--- src/rtl/lfsr_randomizer.sv ---
// lfsr_randomizer
//   Draws bounded random numbers (0..MAX_VALUE) from a free-running Galois LFSR
//   using rejection sampling. After MAX_TRIES rejected candidates, the last
//   candidate is folded back into range so that every request completes.
//
// Ports
//   i_Clk         sole clock, rising edge
//   i_Reset_n     asynchronous active-low reset
//   i_Req         request one number; sampled in IDLE only
//   i_Seed_Load   load i_Seed (or SEED when i_Seed is zero) instead of stepping
//   i_Seed        seed value
//   o_Random_Num  last delivered number, held until the next delivery
//   o_Valid       one-cycle pulse when o_Random_Num has been updated
//   o_Busy        high while a draw is in progress
//
// Configuration macro
//   LFSR_RANDOMIZER_NO_REPEAT_EN  when defined, never deliver the same value
//                                 twice in a row
module lfsr_randomizer #(
    parameter int unsigned      WIDTH     = 16,
    parameter logic [WIDTH-1:0] TAPS      = 16'hB400,
    parameter logic [WIDTH-1:0] SEED      = 16'hACE1,
    parameter int unsigned      OUT_W     = 4,
    parameter int unsigned      MAX_VALUE = 9,
    parameter int unsigned      MAX_TRIES = 4
) (
    input  logic             i_Clk,
    input  logic             i_Reset_n,
    input  logic             i_Req,
    input  logic             i_Seed_Load,
    input  logic [WIDTH-1:0] i_Seed,
    output logic [OUT_W-1:0] o_Random_Num,
    output logic             o_Valid,
    output logic             o_Busy
);

    localparam logic [OUT_W-1:0] MAX_V    = OUT_W'(MAX_VALUE);
    // Wraps to zero when MAX_VALUE is all ones, but then nothing is ever folded.
    localparam logic [OUT_W-1:0] MAX_P1   = OUT_W'(MAX_VALUE + 1);
    localparam logic [3:0]       LAST_TRY = 4'(MAX_TRIES - 1);

    typedef enum logic [0:0] {StIdle, StDraw} state_e;

    state_e           state_q, state_d;
    logic [WIDTH-1:0] lfsr_q, lfsr_d;
    logic [3:0]       tries_q, tries_d;
    logic [OUT_W-1:0] num_q, num_d;
    logic             valid_q, valid_d;

    logic [OUT_W-1:0] cand;
    logic [OUT_W-1:0] folded;
    logic [OUT_W-1:0] deliver_val;
    logic             in_range;
    logic             accept;
    logic             final_try;

`ifdef LFSR_RANDOMIZER_NO_REPEAT_EN
    logic [OUT_W-1:0] last_q;
`endif

    // LFSR: seed load has priority, then lockup recovery, then a Galois step.
    always_comb begin
        lfsr_d = lfsr_q;
        if (i_Seed_Load) begin
            lfsr_d = (i_Seed == '0) ? SEED : i_Seed;
        end else if (lfsr_q == '0) begin
            lfsr_d = SEED;
        end else begin
            lfsr_d = (lfsr_q >> 1) ^ (lfsr_q[0] ? TAPS : '0);
        end
    end

    // Candidate evaluation uses the pre-step LFSR value.
    always_comb begin
        cand      = lfsr_q[OUT_W-1:0];
        in_range  = (cand <= MAX_V);
        folded    = in_range ? cand : OUT_W'(cand - MAX_P1);
        final_try = (tries_q == LAST_TRY);
`ifdef LFSR_RANDOMIZER_NO_REPEAT_EN
        accept = in_range && (cand != last_q);
        // Only reachable on the final try: bump a repeated value to its successor.
        if (folded != last_q) begin
            deliver_val = folded;
        end else if (last_q == MAX_V) begin
            deliver_val = '0;
        end else begin
            deliver_val = OUT_W'(last_q + 1'b1);
        end
`else
        accept      = in_range;
        deliver_val = folded;
`endif
    end

    always_comb begin
        state_d = state_q;
        tries_d = tries_q;
        num_d   = num_q;
        valid_d = 1'b0;
        unique case (state_q)
            StIdle: begin
                // A seed load in the same cycle drops the request.
                if (i_Req && !i_Seed_Load) begin
                    state_d = StDraw;
                    tries_d = '0;
                end
            end
            StDraw: begin
                if (i_Seed_Load) begin
                    state_d = StIdle;
                end else begin
                    tries_d = tries_q + 4'd1;
                    if (accept || final_try) begin
                        num_d   = deliver_val;
                        valid_d = 1'b1;
                        state_d = StIdle;
                    end
                end
            end
            default: state_d = StIdle;
        endcase
    end

    always_ff @(posedge i_Clk or negedge i_Reset_n) begin
        if (!i_Reset_n) begin
            state_q <= StIdle;
            lfsr_q  <= SEED;
            tries_q <= '0;
            num_q   <= '0;
            valid_q <= 1'b0;
        end else begin
            state_q <= state_d;
            lfsr_q  <= lfsr_d;
            tries_q <= tries_d;
            num_q   <= num_d;
            valid_q <= valid_d;
        end
    end

`ifdef LFSR_RANDOMIZER_NO_REPEAT_EN
    always_ff @(posedge i_Clk or negedge i_Reset_n) begin
        if (!i_Reset_n) begin
            last_q <= '0;
        end else if (valid_d) begin
            last_q <= num_d;
        end
    end
`endif

    assign o_Random_Num = num_q;
    assign o_Valid      = valid_q;
    assign o_Busy       = (state_q == StDraw);

endmodule

--- config.mk ---
export PLATFORM = sky130hd
export DESIGN_NAME = lfsr_randomizer
export DESIGN_NICKNAME = d
export VERILOG_FILES = /design/src/rtl/lfsr_randomizer.sv
export SDC_FILE = /design/constraint.sdc
export NUM_CORES = 1
export LEC_CHECK = 0
export CORE_MARGIN = 2
export CORE_UTILIZATION = 30
export CTS_BUF_LIST = sky130_fd_sc_hd__clkbuf_8 sky130_fd_sc_hd__clkbuf_16
export DETAILED_ROUTE_END_ITERATION = 12
export GPL_TIMING_DRIVEN = 0
export PLACE_DENSITY = 0.5
export SLEW_MARGIN = 25
export SYNTH_ARGS = -nofsm -noshare
export SYNTH_HDL_FRONTEND = slang
export SYNTH_SLANG_ARGS = --single-unit
--- constraint.sdc ---
create_clock -name i_Clk -period 3.2 [get_ports i_Clk]
set_clock_uncertainty 0.2 [all_clocks]
set_input_delay 0.64 -clock i_Clk [delete_from_list [all_inputs] [get_ports i_Clk]]
set_output_delay 0.64 -clock i_Clk [all_outputs]
set_load 0.01 [all_outputs]
==> results of run 1 <==
## worst min-delay path by stage
| stage | end | from | depth (start not counted) | slack [ns] |
|---|---|---|---|---|
| global route | lfsr_q[8] | i_Reset_n | 1 | 0.20 |
| floorplan | lfsr_q[12] | i_Reset_n | 0 | 0.14 |
| finish | lfsr_q[4] | i_Reset_n | 1 | 0.16 |
| CTS | lfsr_q[4] | i_Reset_n | 1 | 0.18 |
| global placement | o_Random_Num[1] | o_Random_Num[1] | 1 | 0.30 |
| detailed placement | o_Random_Num[1] | o_Random_Num[1] | 1 | 0.30 |
## power by group
part | switching, mW | total (mW) | internal [mW] | leakage [nW]
sequential | 0.0331 | 0.417 | 0.384 | 0.307
clock | 0.0979 | 0.208 | 0.110 | 0.0288
combinational | 0.0676 | 0.174 | 0.106 | 0.298
total | 0.199 | 0.798 | 0.599 | 0.634
## sequential cells by signal, indices dropped and copies added (netlist names)
| signal | count |
|---|---|
| lfsr_q | 16 |
| o_Valid | 1 |
| tries_q | 4 |
| o_Random_Num | 4 |
| o_Busy | 1 |
## metrics by stage
step	power, mW	worst slack (ns)	hold slack (ns)
global route	0.852	0.741	0.197
CTS	0.817	0.769	0.184
global placement	0.596	0.485	0.295
floorplan	0.503	1.07	0.144
finish	0.798	0.765	0.161
detailed placement	0.601	0.490	0.299
## layout make-up
| class | count | area share (%) |
|---|---|---|
| Buffer | 4 | 0.951 |
| Clock buffer | 4 | 3.49 |
| Inverter | 4 | 0.951 |
| Multi-Input combinational cell | 64 | 33.3 |
| Sequential cell | 26 | 41.8 |
| Tap cell | 50 | 3.96 |
| Timing Repair Buffer | 25 | 15.5 |
## routing by layer
metal	routed length (µm)	track usage, %	share of wire, %
met2	1220	21.3	50
met1	1090	15.7	45
met4	20	3.83	0.82
met3	99	2.00	4.1
met5	0	0	0
## logic make-up after synthesis
kind of cell | count (synthesis) | synth area share [%]
AO/OA/AOI/OAI | 23 | 15.9
XOR/XNOR | 3 | 2.16
adder cells (fa/ha/maj) | 2 | 2.06
buffers and inverters | 8 | 2.47
flip-flops | 26 | 54.3
multiplexers | 11 | 10.1
AND/OR/NAND/NOR | 25 | 13.0
## placed cells by master (no fill, tap or decap), types with 2 or more instances in the layout
cell type / count
dfstp_2: 8
nor4_1: 4
ha_1: 2
nand3_1: 2
nand2_1: 6
clkdlybuf4s50_1: 24
a21oi_1: 4
nor2_1: 2
or4_4: 3
o21ai_0: 7
xor2_1: 2
clkbuf_8: 4
dfrtp_1: 18
clkbuf_1: 4
o32a_2: 6
mux2_2: 10
o32a_1: 2
inv_1: 4
nand2b_1: 2
==> flow_summary.ini, run 1 <==
[sta]
clock.fmax_mhz = 411
fin_crit_sh_pct = 76.1
finalSetupViolations = 0
rsz0062_at_grt = false
post-route-min-period_ns = 2.44
relSlewSlack_pct = 61.7
finalHoldViolations = 0
final_max_slew_viol_count = 0
totalNegativeSetupSlack_ns = 0
max_slew.worst_pin.slew_ns = 0.575

[floorplan]
io_pins = 26
floorplan.die_area_um2 = 4580
start_util_pct = 30.8
die_h_um = 67.7
num_rows = 23
die_width_um = 67.7
floorplan.core_area_um2 = 3940

[logic_synthesis]
synth.avg_cell_area_um2 = 12.4
count_of_warnings_emitted_by_yosys = 0
ffs_latches_synth = 26
sequential_element_share_of_the_synthesized_area_pct = 54.3
synth_top_area_share_pct = 37.0
netlist.top_cell.by_area = dfrtp_1
ys.flop_type = dfrtp_1
synthCells = 98
synth.top_cells.by_count = dfrtp_1 (18), mux2_2 (10), dfstp_2 (8)
synth_cell_type_count = 29
synthesis.area_um2 = 1220
asyncSetResetFlopFracSynth_pct = 100
synth_nets = 120
synth_edf_count = 0
leading_post_synthesis_cells_by_cell_area = dfrtp_1 (37%), dfstp_2 (17%), mux2_2 (9.3%)
synth_most_common_cell = dfrtp_1

[finish]
ff_latch_area_um2 = 661
synthesis_to_layout_area_growth_pct = 29.8
post-route-util_pct = 40.1
num_antenna_cells = 0
stdcell_count = 177
nets = 150
fillers = 377
fraction_of_final_layout_cells_with_drive_strength_greater_than_1_pct = 26.8
fin_area_um2 = 1580
multiInputGateArea_um2 = 526

[global_routing]
grt_pass1_wl_mm = 4.17
globalRouteTotalUtil_pct = 12.3
number_of_antenna_violations_at_the_first_check_in_global_routing = 0
grt_max_degree = 27
globalRoute.totalOverflow = 0
grt_pass1_vias = 887

[routing]
route.final.wire_length_mm = 2.43
avgRoutedWirePerCell_um = 13.7
drt-pass1-iter-count = 4
number_of_vias_per_cell_after_detailed_routing = 4.98
dr_total_vias = 881
initialDrtViolationCount = 25
drc_errors = 0
final_antenna_net_count = 0

[setup_path]
worstSetupPathDepth = 4
worst-path-buf-inv = 1
worstReg2RegStart = tries_q[0]
ff2ff_setup_slack_ns = 0.98
worstSetupEndpoint = lfsr_q[11]
worst_ep_required_time_ns = 3.21
worst_path_largest_cell_delay_ns = 0.57
critPathCaptureType = flip-flop
crit_type = primary input to flip-flop
startpoint = i_Seed[8]
ff2ff_path_depth = 4
timing.critical_path.slowest_stage_cell = o41ai_4
cp_top_family = compound AO/OA/AOI/OAI gates
critPathMaxFanout = 8
crit_path_cell_trace = clkdlybuf4s50_1 -> or4_4 -> o41ai_4 -> o32a_1
capturing_point_of_the_worst_reg2reg_path = o_Random_Num[0]
worst_ep_arrival_ns = 2.44
startpoint_class = primary input

[clocking]
cts_inserted_buffers = 3
clock_tree.htree_level_count = 1
cts_tree = built
post-cts-setup-buffer-count = 0
insertion_delay_ns = 0.26
clock_tree.buffer_depth = 2
cts_resized = 0
root_buffer_cell = clkbuf_8
path_clk_slew_ns = 0.09
cts.sinks = 26
ctsHoldBuffers = 0

[placed_design]
buffers_on_ports = 25
placed_area_um2 = 1520
placed_cells = 173
dp_hpwl_mm = 1.89
gpl.final_weighted_congestion = 0.690

[worst_hold_path]
holdCritPathClass = primary input to asynchronous set/reset pin

[run_status]
status = completed

[power]
power_per_cell_area_nw_per_um2 = 505
ir_drop_uv = 227
static-leakage-power_nw = 0.634

[flow_run]
drv.max_cap_violation_count = 0
No activity file was read; power rests on OpenSTA's default activity.
==> inputs of run 2 (changes only) <==
PLACE_DENSITY = 0.52   (was 0.5)
clock period = 2.1 ns   (was 3.2 ns; I/O delays follow)
==> flow_summary.ini, run 2 (synthesis gave the netlist of run 1 again) <==
[sta]
finalHoldViolations = 0
rsz0062_at_grt = false
final_max_slew_viol_count = 0
fin_crit_sh_pct = 96.0
max_slew.worst_pin.slew_ns = 0.602
clock.fmax_mhz = 496
finalSetupViolations = 0
post-route-min-period_ns = 2.02
relSlewSlack_pct = 59.9

[global_routing]
grt_pass1_wl_mm = 4.37
grt_max_degree = 27
globalRouteTotalUtil_pct = 12.8
grt_pass1_vias = 895
number_of_antenna_violations_at_the_first_check_in_global_routing = 0
globalRoute.totalOverflow = 0

[setup_path]
worstReg2RegStart = tries_q[0]
timing.critical_path.slowest_stage_cell = or4_1
worst_ep_arrival_ns = 2.03
critPathCaptureType = flip-flop
capturing_point_of_the_worst_reg2reg_path = o_Random_Num[0]
worst-path-buf-inv = 2
worst_ep_required_time_ns = 2.12
critPathMaxFanout = 5
worst_path_largest_cell_delay_ns = 0.59
cp_top_family = buffers and inverters
crit_type = primary input to flip-flop
startpoint_class = primary input
ff2ff_path_depth = 4
crit_path_cell_trace = clkdlybuf4s50_1 -> or4_1 -> o41ai_4 -> buf_4 -> o32a_1
ff2ff_setup_slack_ns = 0.10

[placed_design]
placed_cells = 173
gpl.final_weighted_congestion = 0.674
buffers_on_ports = 25
dp_hpwl_mm = 1.86
placed_area_um2 = 1520

[clocking]
cts.sinks = 26
path_clk_slew_ns = 0.09
cts_inserted_buffers = 3
insertion_delay_ns = 0.27
clock_tree.htree_level_count = 1
root_buffer_cell = clkbuf_8
clock_tree.buffer_depth = 2
cts_tree = built

[power]
clkPwrFrac_pct = 26.6
netSwitchingFraction_pct = 25.9
ir_drop_uv = 319
power_per_cell_area_nw_per_um2 = 752
total_switching_power_mw = 0.320
sequentialPowerShare_pct = 51.3
power_frac_comb_pct = 22.1
internal-power_mw = 0.917
static-leakage-power_nw = 0.726

[finish]
ff_latch_area_um2 = 661
stdcell_count = 180
largest_register_ff_count = 16
max_flop_register = lfsr_q
final_cell_mix = dfrtp_1 (18), clkdlybuf4s50_1 (16), mux2_2 (10), dlymetal6s2s_1 (8), dfstp_2 (8)
fin_area_um2 = 1650
num_antenna_cells = 0
fraction_of_final_layout_cells_with_drive_strength_greater_than_1_pct = 28.5
fillers = 362
multiInputGateArea_um2 = 548
nets = 153
synthesis_to_layout_area_growth_pct = 35.4
mostFrequentLayoutCell = dfrtp_1

[routing]
avgRoutedWirePerCell_um = 14.5
dr_total_vias = 902
number_of_vias_per_cell_after_detailed_routing = 5.01
final_antenna_net_count = 0
drt-pass1-iter-count = 4
drc_errors = 0
initialDrtViolationCount = 30
route.final.wire_length_mm = 2.61

[floorplan]
die_h_um = 67.7
io_pins = 26
die_width_um = 67.7
num_rows = 23
floorplan.die_area_um2 = 4580
start_util_pct = 30.8
floorplan.core_area_um2 = 3940

[worst_hold_path]
whs_endpoint = lfsr_q[12]
min_delay_path_depth = 3
holdCritPathClass = primary input to flip-flop
timing.hold.worst.start = i_Seed[12]

[flow_run]
drv.max_cap_violation_count = 0

[run_status]
status = completed
## run 2: cell count changes in the layout (fill, tap and decap cells not counted), sizes merged
cell / previous run / this run
clkdlybuf4s50: 24 / 16
dlymetal6s2s: 0 / 8
buf: 1 / 3
dlygate4sd3: 0 / 1
## run 2: power by group through the flow
stage	sequential, mW	clock, mW	combinational, mW
after floorplan	0.650	0	0.116
after global placement	0.644	0	0.264
after detailed placement	0.646	0	0.267
after CTS	0.636	0.340	0.274
after global routing	0.648	0.368	0.301
final	0.635	0.329	0.274
## run 2: final cells by class
class                   instances  area share, %
well taps                      50           3.80
plain buffers                   4          0.912
inverters                       4          0.912
clock buffers                   4           3.34
flip-flops and latches         26           40.1
multi-input cells              64           33.3
repair buffers                 28           17.6
## run 2: repair_timing
| action | 4_1_cts | 5_1_grt |
|---|---|---|
| endpoints found under the hold margin | 18 | 0 |
| buffers inserted | 2 | 0 |
| pin swaps | 1 | 4 |
| endpoints found under the setup margin | 11 | 11 |
| hold buffers | 1 | 0 |
| resized for setup | 1 | 10 |
## run 2: stage by stage
stage	hold slack (ns)	power [mW]	TNS, ns	setup slack [ns]	util, %
5_1_grt	0.216	1.32	0	0.00134	41.8
2_1_floorplan	-0.0756	0.766	0	0.104	-
4_1_cts	0.319	1.25	0	0.00160	40.8
3_3_place_gp	0.295	0.908	-4.85	-0.395	38.8
3_5_place_dp	0.265	0.912	-4.89	-0.415	38.7
6_report	0.221	1.24	0	0.0831	41.8
## run 2: tightest hold or removal path: stages
cell	delay [ns]
dlymetal6s2s_1	0.11
nand2_1	0.05
o21ai_0	0.08
## run 2: worst max path at each step
stage | startpoint | end | slack, ns | cells past startpoint
finish | i_Seed[3] | lfsr_q[11] | 0.08 | 5
global route | i_Seed[3] | lfsr_q[11] | 0.001 | 5
CTS | i_Seed[0] | lfsr_q[11] | 0.002 | 5
detailed placement | i_Seed[11] | lfsr_q[7] | -0.42 | 4
global placement | i_Seed[8] | lfsr_q[15] | -0.39 | 4
floorplan | tries_q[0] | o_Random_Num[0] | 0.10 | 4
## run 2: metal layers
layer,vias up,routed length (µm),GRT usage (%),part of all wire (%)
met5,-,0,0,0
met2,20,1190,20.1,46
met4,0,38,5.36,1.5
li1,430,-,-,-
met1,448,1290,17.5,50
met3,4,85,2.00,3.3
==> inputs of run 3 (changes only) <==
CAP_MARGIN = 25   (was not set)
==> results of run 3 <==
Final layout, timing and power as in run 2 (identical DEF).
